<file path="src/rtl/rv_pkg.sv">
// Shared definitions for the multi-cycle RV32 control sequencer: opcode constants,
// FSM state encoding, PC/write-back mux selects and the decoded instruction class.
package rv_pkg;

  localparam logic [6:0] OPC_LUI    = 7'b0110111;
  localparam logic [6:0] OPC_AUIPC  = 7'b0010111;
  localparam logic [6:0] OPC_JAL    = 7'b1101111;
  localparam logic [6:0] OPC_JALR   = 7'b1100111;
  localparam logic [6:0] OPC_BRANCH = 7'b1100011;
  localparam logic [6:0] OPC_LOAD   = 7'b0000011;
  localparam logic [6:0] OPC_STORE  = 7'b0100011;
  localparam logic [6:0] OPC_OP_IMM = 7'b0010011;
  localparam logic [6:0] OPC_OP     = 7'b0110011;
  localparam logic [6:0] OPC_SYSTEM = 7'b1110011;

  typedef enum logic [2:0] {
    ST_FETCH     = 3'd0,
    ST_DECODE    = 3'd1,
    ST_EXECUTE   = 3'd2,
    ST_MEM       = 3'd3,
    ST_WRITEBACK = 3'd4,
    ST_TRAP      = 3'd5
  } state_e;

  typedef enum logic [1:0] {
    PC_PLUS4 = 2'd0,
    PC_IMM   = 2'd1,
    PC_JALR  = 2'd2
  } pc_sel_e;

  typedef enum logic [1:0] {
    WB_ALU  = 2'd0,
    WB_MEM  = 2'd1,
    WB_PC4  = 2'd2
  } wb_sel_e;

  // Exactly one flag is set for any opcode; unknown opcodes set illegal.
  typedef struct packed {
    logic alu_reg;
    logic alu_imm;
    logic branch;
    logic jal;
    logic jalr;
    logic auipc;
    logic lui;
    logic load;
    logic store;
    logic sys;
    logic illegal;
  } op_class_t;

endpackage

</file>
<file path="src/rtl/opcode_classify.sv">
// Combinational opcode decoder: maps IR[6:0] to one-hot instruction class flags.
module opcode_classify
  import rv_pkg::*;
(
  input  logic [6:0] opcode_i,
  output op_class_t  class_o
);

  // NOTE: every field gets a default before the case so no latch is inferred.
  always_comb begin
    class_o = '0;
    case (opcode_i)
      OPC_OP:     class_o.alu_reg = 1'b1;
      OPC_OP_IMM: class_o.alu_imm = 1'b1;
      OPC_BRANCH: class_o.branch  = 1'b1;
      OPC_JAL:    class_o.jal     = 1'b1;
      OPC_JALR:   class_o.jalr    = 1'b1;
      OPC_AUIPC:  class_o.auipc   = 1'b1;
      OPC_LUI:    class_o.lui     = 1'b1;
      OPC_LOAD:   class_o.load    = 1'b1;
      OPC_STORE:  class_o.store   = 1'b1;
      OPC_SYSTEM: class_o.sys     = 1'b1;
      default:    class_o.illegal = 1'b1;
    endcase
  end

endmodule

</file>
<file path="src/rtl/core_sequencer.sv">
// Multi-cycle RV32 control FSM (FETCH/DECODE/EXECUTE/MEM/WRITEBACK/TRAP).
// Define SYSTEM_TRAP_EN to halt in TRAP on SYSTEM/illegal opcodes; otherwise they retire as NOPs.
module core_sequencer
  import rv_pkg::*;
#(
  parameter int INSTRET_W = 32
) (
  input  logic                 clk,
  input  logic                 reset,
  input  logic [31:0]          inst,
  output logic                 imem_req,
  input  logic                 imem_ready,
  output logic                 dmem_req,
  output logic                 dmem_we,
  input  logic                 dmem_ready,
  input  logic                 branch_taken,
  output logic                 ir_we,
  output logic                 rf_we,
  output logic                 pc_we,
  output logic [1:0]           pc_sel,
  output logic [1:0]           wb_sel,
  output logic                 alu_a_pc,
  output logic                 alu_b_imm,
  output logic [2:0]           state,
  output logic [INSTRET_W-1:0] instret,
  output logic                 halted
);

  state_e                 state_q, state_d;
  logic [6:0]             opcode_q;
  logic [INSTRET_W-1:0]   instret_q;
  op_class_t              cls;
  logic                   sys_or_illegal;
  pc_sel_e                pc_sel_d;
  wb_sel_e                wb_sel_d;
  logic                   unused_inst_bits;

  // Only the opcode field steers sequencing; the rest of the word belongs to the datapath.
  assign unused_inst_bits = ^inst[31:7];

  opcode_classify u_classify (
    .opcode_i (opcode_q),
    .class_o  (cls)
  );

  assign sys_or_illegal = cls.sys | cls.illegal;

  // NOTE: sequential state uses non-blocking assignments so all registers update together.
  always_ff @(posedge clk) begin
    if (reset) begin
      state_q <= ST_FETCH;
    end else begin
      state_q <= state_d;
    end
  end

  // NOTE: opcode_q has no reset; it is always written by a fetch before DECODE reads it.
  always_ff @(posedge clk) begin
    if (ir_we) begin
      opcode_q <= inst[6:0];
    end
  end

  always_ff @(posedge clk) begin
    if (reset) begin
      instret_q <= '0;
    end else if (pc_we) begin
      instret_q <= instret_q + 1'b1;
    end
  end

  always_comb begin
    state_d = state_q;
    case (state_q)
      ST_FETCH: begin
        if (imem_ready) state_d = ST_DECODE;
      end
      ST_DECODE: state_d = ST_EXECUTE;
      ST_EXECUTE: begin
        if (cls.branch) begin
          state_d = ST_FETCH;
        end else if (cls.load || cls.store) begin
          state_d = ST_MEM;
        end else if (sys_or_illegal) begin
`ifdef SYSTEM_TRAP_EN
          state_d = ST_TRAP;
`else
          state_d = ST_FETCH;
`endif
        end else begin
          state_d = ST_WRITEBACK;
        end
      end
      ST_MEM: begin
        if (dmem_ready) state_d = cls.load ? ST_WRITEBACK : ST_FETCH;
      end
      ST_WRITEBACK: state_d = ST_FETCH;
      ST_TRAP: begin
`ifdef SYSTEM_TRAP_EN
        state_d = ST_TRAP;
`else
        state_d = ST_FETCH;
`endif
      end
      default: state_d = ST_FETCH;
    endcase
  end

  always_comb begin
    imem_req  = 1'b0;
    ir_we     = 1'b0;
    dmem_req  = 1'b0;
    dmem_we   = 1'b0;
    rf_we     = 1'b0;
    pc_we     = 1'b0;
    alu_a_pc  = 1'b0;
    alu_b_imm = 1'b0;
    pc_sel_d  = PC_PLUS4;
    wb_sel_d  = WB_ALU;
    case (state_q)
      ST_FETCH: begin
        imem_req = 1'b1;
        ir_we    = imem_ready;
      end
      ST_EXECUTE: begin
        alu_b_imm = cls.alu_imm | cls.load | cls.store | cls.jalr | cls.lui | cls.auipc;
        alu_a_pc  = cls.auipc | cls.jal;
        if (cls.branch) begin
          pc_we    = 1'b1;
          pc_sel_d = branch_taken ? PC_IMM : PC_PLUS4;
        end
`ifndef SYSTEM_TRAP_EN
        if (sys_or_illegal) pc_we = 1'b1;
`endif
      end
      ST_MEM: begin
        dmem_req = 1'b1;
        dmem_we  = cls.store;
        // A store retires here; a load retires one cycle later in WRITEBACK.
        pc_we    = cls.store & dmem_ready;
      end
      ST_WRITEBACK: begin
        rf_we = 1'b1;
        pc_we = 1'b1;
        if (cls.load) begin
          wb_sel_d = WB_MEM;
        end else if (cls.jal || cls.jalr) begin
          wb_sel_d = WB_PC4;
        end
        if (cls.jal) begin
          pc_sel_d = PC_IMM;
        end else if (cls.jalr) begin
          pc_sel_d = PC_JALR;
        end
      end
      default: ;
    endcase
  end

  assign pc_sel  = pc_sel_d;
  assign wb_sel  = wb_sel_d;
  assign state   = state_q;
  assign instret = instret_q;

`ifdef SYSTEM_TRAP_EN
  assign halted = (state_q == ST_TRAP);
`else
  assign halted = 1'b0;
`endif

endmodule

</file>
<file path="config.mk">
export PLATFORM = sky130hd
export DESIGN_NAME = core_sequencer
export DESIGN_NICKNAME = d
export VERILOG_FILES = /design/src/rtl/rv_pkg.sv /design/src/rtl/opcode_classify.sv /design/src/rtl/core_sequencer.sv
export SDC_FILE = /design/constraint.sdc
export NUM_CORES = 1
export LEC_CHECK = 0
export CORE_AREA = 2 2 79 81
export CTS_CLUSTER_DIAMETER = 80
export DETAILED_ROUTE_END_ITERATION = 12
export DIE_AREA = 0 0 81 83
export PLACE_DENSITY = 0.73
export SYNTH_ARGS = -nofsm -noshare
export SYNTH_HDL_FRONTEND = slang
export SYNTH_SLANG_ARGS = --single-unit
</file>
<file path="constraint.sdc">
create_clock -name clk -period 6 [get_ports clk]
set_input_delay 1.2 -clock clk [delete_from_list [all_inputs] [get_ports clk]]
set_output_delay 1.2 -clock clk [all_outputs]
set_load 0.03 [all_outputs]
</file>
==> out/results.ini <==
[final_layout]
syn_to_final_growth_pct = 31.5
fin_area_um2 = 2980
fillers = 585
seq_area_um2 = 911
finalNonFillerCells = 380
final_nets = 342
multi_input_area_um2 = 1240
drive_above_1_share_pct = 8.20
diodes = 0

[setup_path]
max_stage_delay_ns = 0.62
rrSetupSlack_ns = 3.41
cp.depth = 6
crit_type = in -> out
cpMaxStageDelayCell = clkdlybuf4s50_1
required_ns = 4.80
worstSetupStartpointType = input port
crit_chain = clkdlybuf4s50_1 -> and4_1 -> nor3_4 -> buf_4 -> inv_1 -> clkdlybuf4s50_1
critPathBufInv = 4
worstRegToRegCells = 6
crit_fanout = 48
r2r_start = instret[0]$_SDFFE_PP0P_
cp_common_cell = clkdlybuf4s50_1
startpoint = dmem_ready
reg2reg_to = instret[28]$_SDFFE_PP0P_
cp_data_arrival_time_ns = 3.26
crit_family = buffers and inverters
endpoint_kind = primary output
endpoint = pc_we

[yosys]
synth_top_family_by_area = simple AND/OR/NAND/NOR gates
yosys_warnings = 0
netlist_area_um2 = 2270
synth.area.mux_share_pct = 1.49
synth-xor-area-share_pct = 1.54
synthArstFlopShare_pct = 0
yosys.area_share.simple_pct = 32.2
synth-compound-area-share_pct = 18.3
synth_fa_ha_area_share_pct = 0.552
synth.distinct_cells = 53
synth_edf_count = 7
yosys.area.top_type_share_pct = 30.9
yosys_register_bits = 42
ys_seq_area_share_pct = 40.2
netlist.top_cell.by_area = dfxtp_1
synth_top_flop_cell = dfxtp_1
synthesis.nets = 289
postSynthCellCount = 251
syn_avg_cell_area_um2 = 9.04
netlist_top_cells_area = dfxtp_1, edfxtp_1, o31ai_1

[clocking]
clock_latency_ns = 0.30
cts-resized-gates = 0
cts_setup_buffers = 0
path_clk_slew_ns = 0.08
cts_root_buffer = clkbuf_8
cts_tree = yes
clock_sinks = 42
cts_buffers = 5
cts-htree-levels = 2
clockBufferDepth = 2
cts_hold_buf = 0

[pwr]
power.leakage_uw = 0.000965
power_uw = 578
vdd_ir_drop_max_mv = 0.0981
p_per_area_nw_per_um2 = 194

[floorplanning]
die_w_um = 81
dieArea_um2 = 6720
die_y_um = 83
row_count = 28
boundaryPins = 85
start_util_pct = 39.0
fp.coreArea_um2 = 5820

[outcome]
status = finished, final reports clean

[sta]
period_share_pct = 74.3
tns_ns = 0
finalSetupViolCount = 0
rsz0062_at_grt = no
hold_viol_final = 0
slew_headroom_pct = 51.5
worstMarginPinSlew_ns = 0.724
period_needed_ns = 4.46
fmax_ghz = 0.224
fin_worst_skew_ns = 0.0123
finalMaxSlewViolations = 0
fin_ws_ns = 1.54

[drt]
drc = 0
wire_per_inst_um = 14.3
detail-route-antenna-nets = 0
dr.pass1.iters = 4
vias_per_cell = 5.62
vias = 2136
routed_wl_mm = 5.44
dr.first_iter.drc_count = 101

[hold_path]
hp-class = reg -> reg

[placement]
placement.io_buffers = 58
place_inst = 372
preCtsSetupSlack_ns = 1.52
dpl_cell_area_um2 = 2870
hpwl_mm = 3.77
place_congestion = 0.790

[global_routing]
grt_pass1_wl_mm = 9.55
globalRouteMet2Util_pct = 29.4
overflow = 0
use_met1_pct = 22.2
antenna_found_initial = 0
grt.total_usage_pct = 17.6
grt_pass1_vias = 2018
top_usage_layer = met2
grt_max_degree = 49
met3_usage_pct = 4.89

[run]
maxCapViolations = 0

==> state kept, by name, summed over array words and instances, names as in the netlist <==
register  cells
instret      32
state         3
opcode_q      7
==> cells in the final DEF (no fill, tap or decap), drive strengths merged, types with 3 or more instances in the layout <==
cell type       n
clkdlybuf4s50  58
dfxtp          35
a21oi          26
o31ai          18
or4            17
nand3          14
nor2           13
nand2          13
inv            10
nand4           9
and3            9
edfxtp          7
nor3            7
nor2b           5
clkbuf          5
nor3b           4
o21ai           4
xnor2           4
and4            4
nand3b          3
nor4            3
mux2            3
nor4b           3
==> power by group <==
part	switching [uW]	internal [uW]
Sequential	9.04	293
Clock	99.0	123
Combinational	32.1	22.5
Total	140	438
==> per-stage QoR <==
step                      utilization [%]  hold slack, ns
after detailed placement             49.4           0.482
after floorplan                         -           0.603
after CTS                            51.3           0.495
after global placement               49.4           0.474
after global routing                 51.3           0.517
final                                51.3           0.499
==> worst reg2reg max path, cell delays in order (launching register included) <==
cell and delay (ns):
dfxtp_1 0.41, ha_1 0.20, and2_1 0.18, nand2_1 0.37, a31oi_1 0.71, or4b_1 0.51, a21oi_1 0.16
==> cell usage after synthesis, types with 3 or more instances <==
| cell type | count |
|---|---|
| a21oi_1 | 26 |
| and3_1 | 5 |
| and3_2 | 4 |
| and4_1 | 3 |
| buf_2 | 4 |
| clkbuf_1 | 5 |
| dfxtp_1 | 35 |
| edfxtp_1 | 7 |
| inv_1 | 10 |
| mux2_2 | 3 |
| nand2_1 | 12 |
| nand3_1 | 14 |
| nand3b_1 | 3 |
| nand4_1 | 8 |
| nor2_1 | 13 |
| nor2b_1 | 5 |
| nor3_1 | 6 |
| nor3b_1 | 4 |
| nor4_1 | 3 |
| o21ai_0 | 4 |
| o31ai_1 | 18 |
| or4_1 | 17 |
| xnor2_1 | 4 |
==> per-layer routing <==
metal  vias to the layer above  wire length, um
li1                       1081                -
met1                       996             2420
met2                        54             2610
met3                         5              352
met4                         0               52
met5                         -                0
==> kinds of logic (layout without fill, tap and decap cells) <==
group | count (synthesis) | in the layout
other | 1 | 1
flip-flops | 42 | 42
buffers and inverters | 24 | 78
adder cells (fa/ha/maj) | 1 | 1
AO/OA/AOI/OAI | 63 | 63
multiplexers | 3 | 3
XOR/XNOR | 4 | 4
AND/OR/NAND/NOR | 113 | 113
==> final cells by class <==
cell class	count	share of cell area [%]
clock buffers	5	2.31
inverters	10	1.26
flip-flops and latches	42	30.5
clock inverters	3	1.34
well taps	75	3.15
multi-input cells	185	41.4
repair buffers	60	20.0
==> worst min path at each step <==
stage / from / endpoint / slack [ns] / depth (start not counted)
finish: instret[26]$_SDFFE_PP0P_ / instret[26]$_SDFFE_PP0P_ / 0.50 / 2
global placement: instret[25]$_SDFFE_PP0P_ / instret[25]$_SDFFE_PP0P_ / 0.47 / 2
detailed placement: instret[26]$_SDFFE_PP0P_ / instret[26]$_SDFFE_PP0P_ / 0.48 / 2
global route: instret[26]$_SDFFE_PP0P_ / instret[26]$_SDFFE_PP0P_ / 0.52 / 2
CTS: instret[30]$_SDFFE_PP0P_ / instret[30]$_SDFFE_PP0P_ / 0.49 / 2
floorplan: instret[16]$_SDFFE_PP0P_ / instret[16]$_SDFFE_PP0P_ / 0.60 / 2
Power figures use the tool's default switching activity.
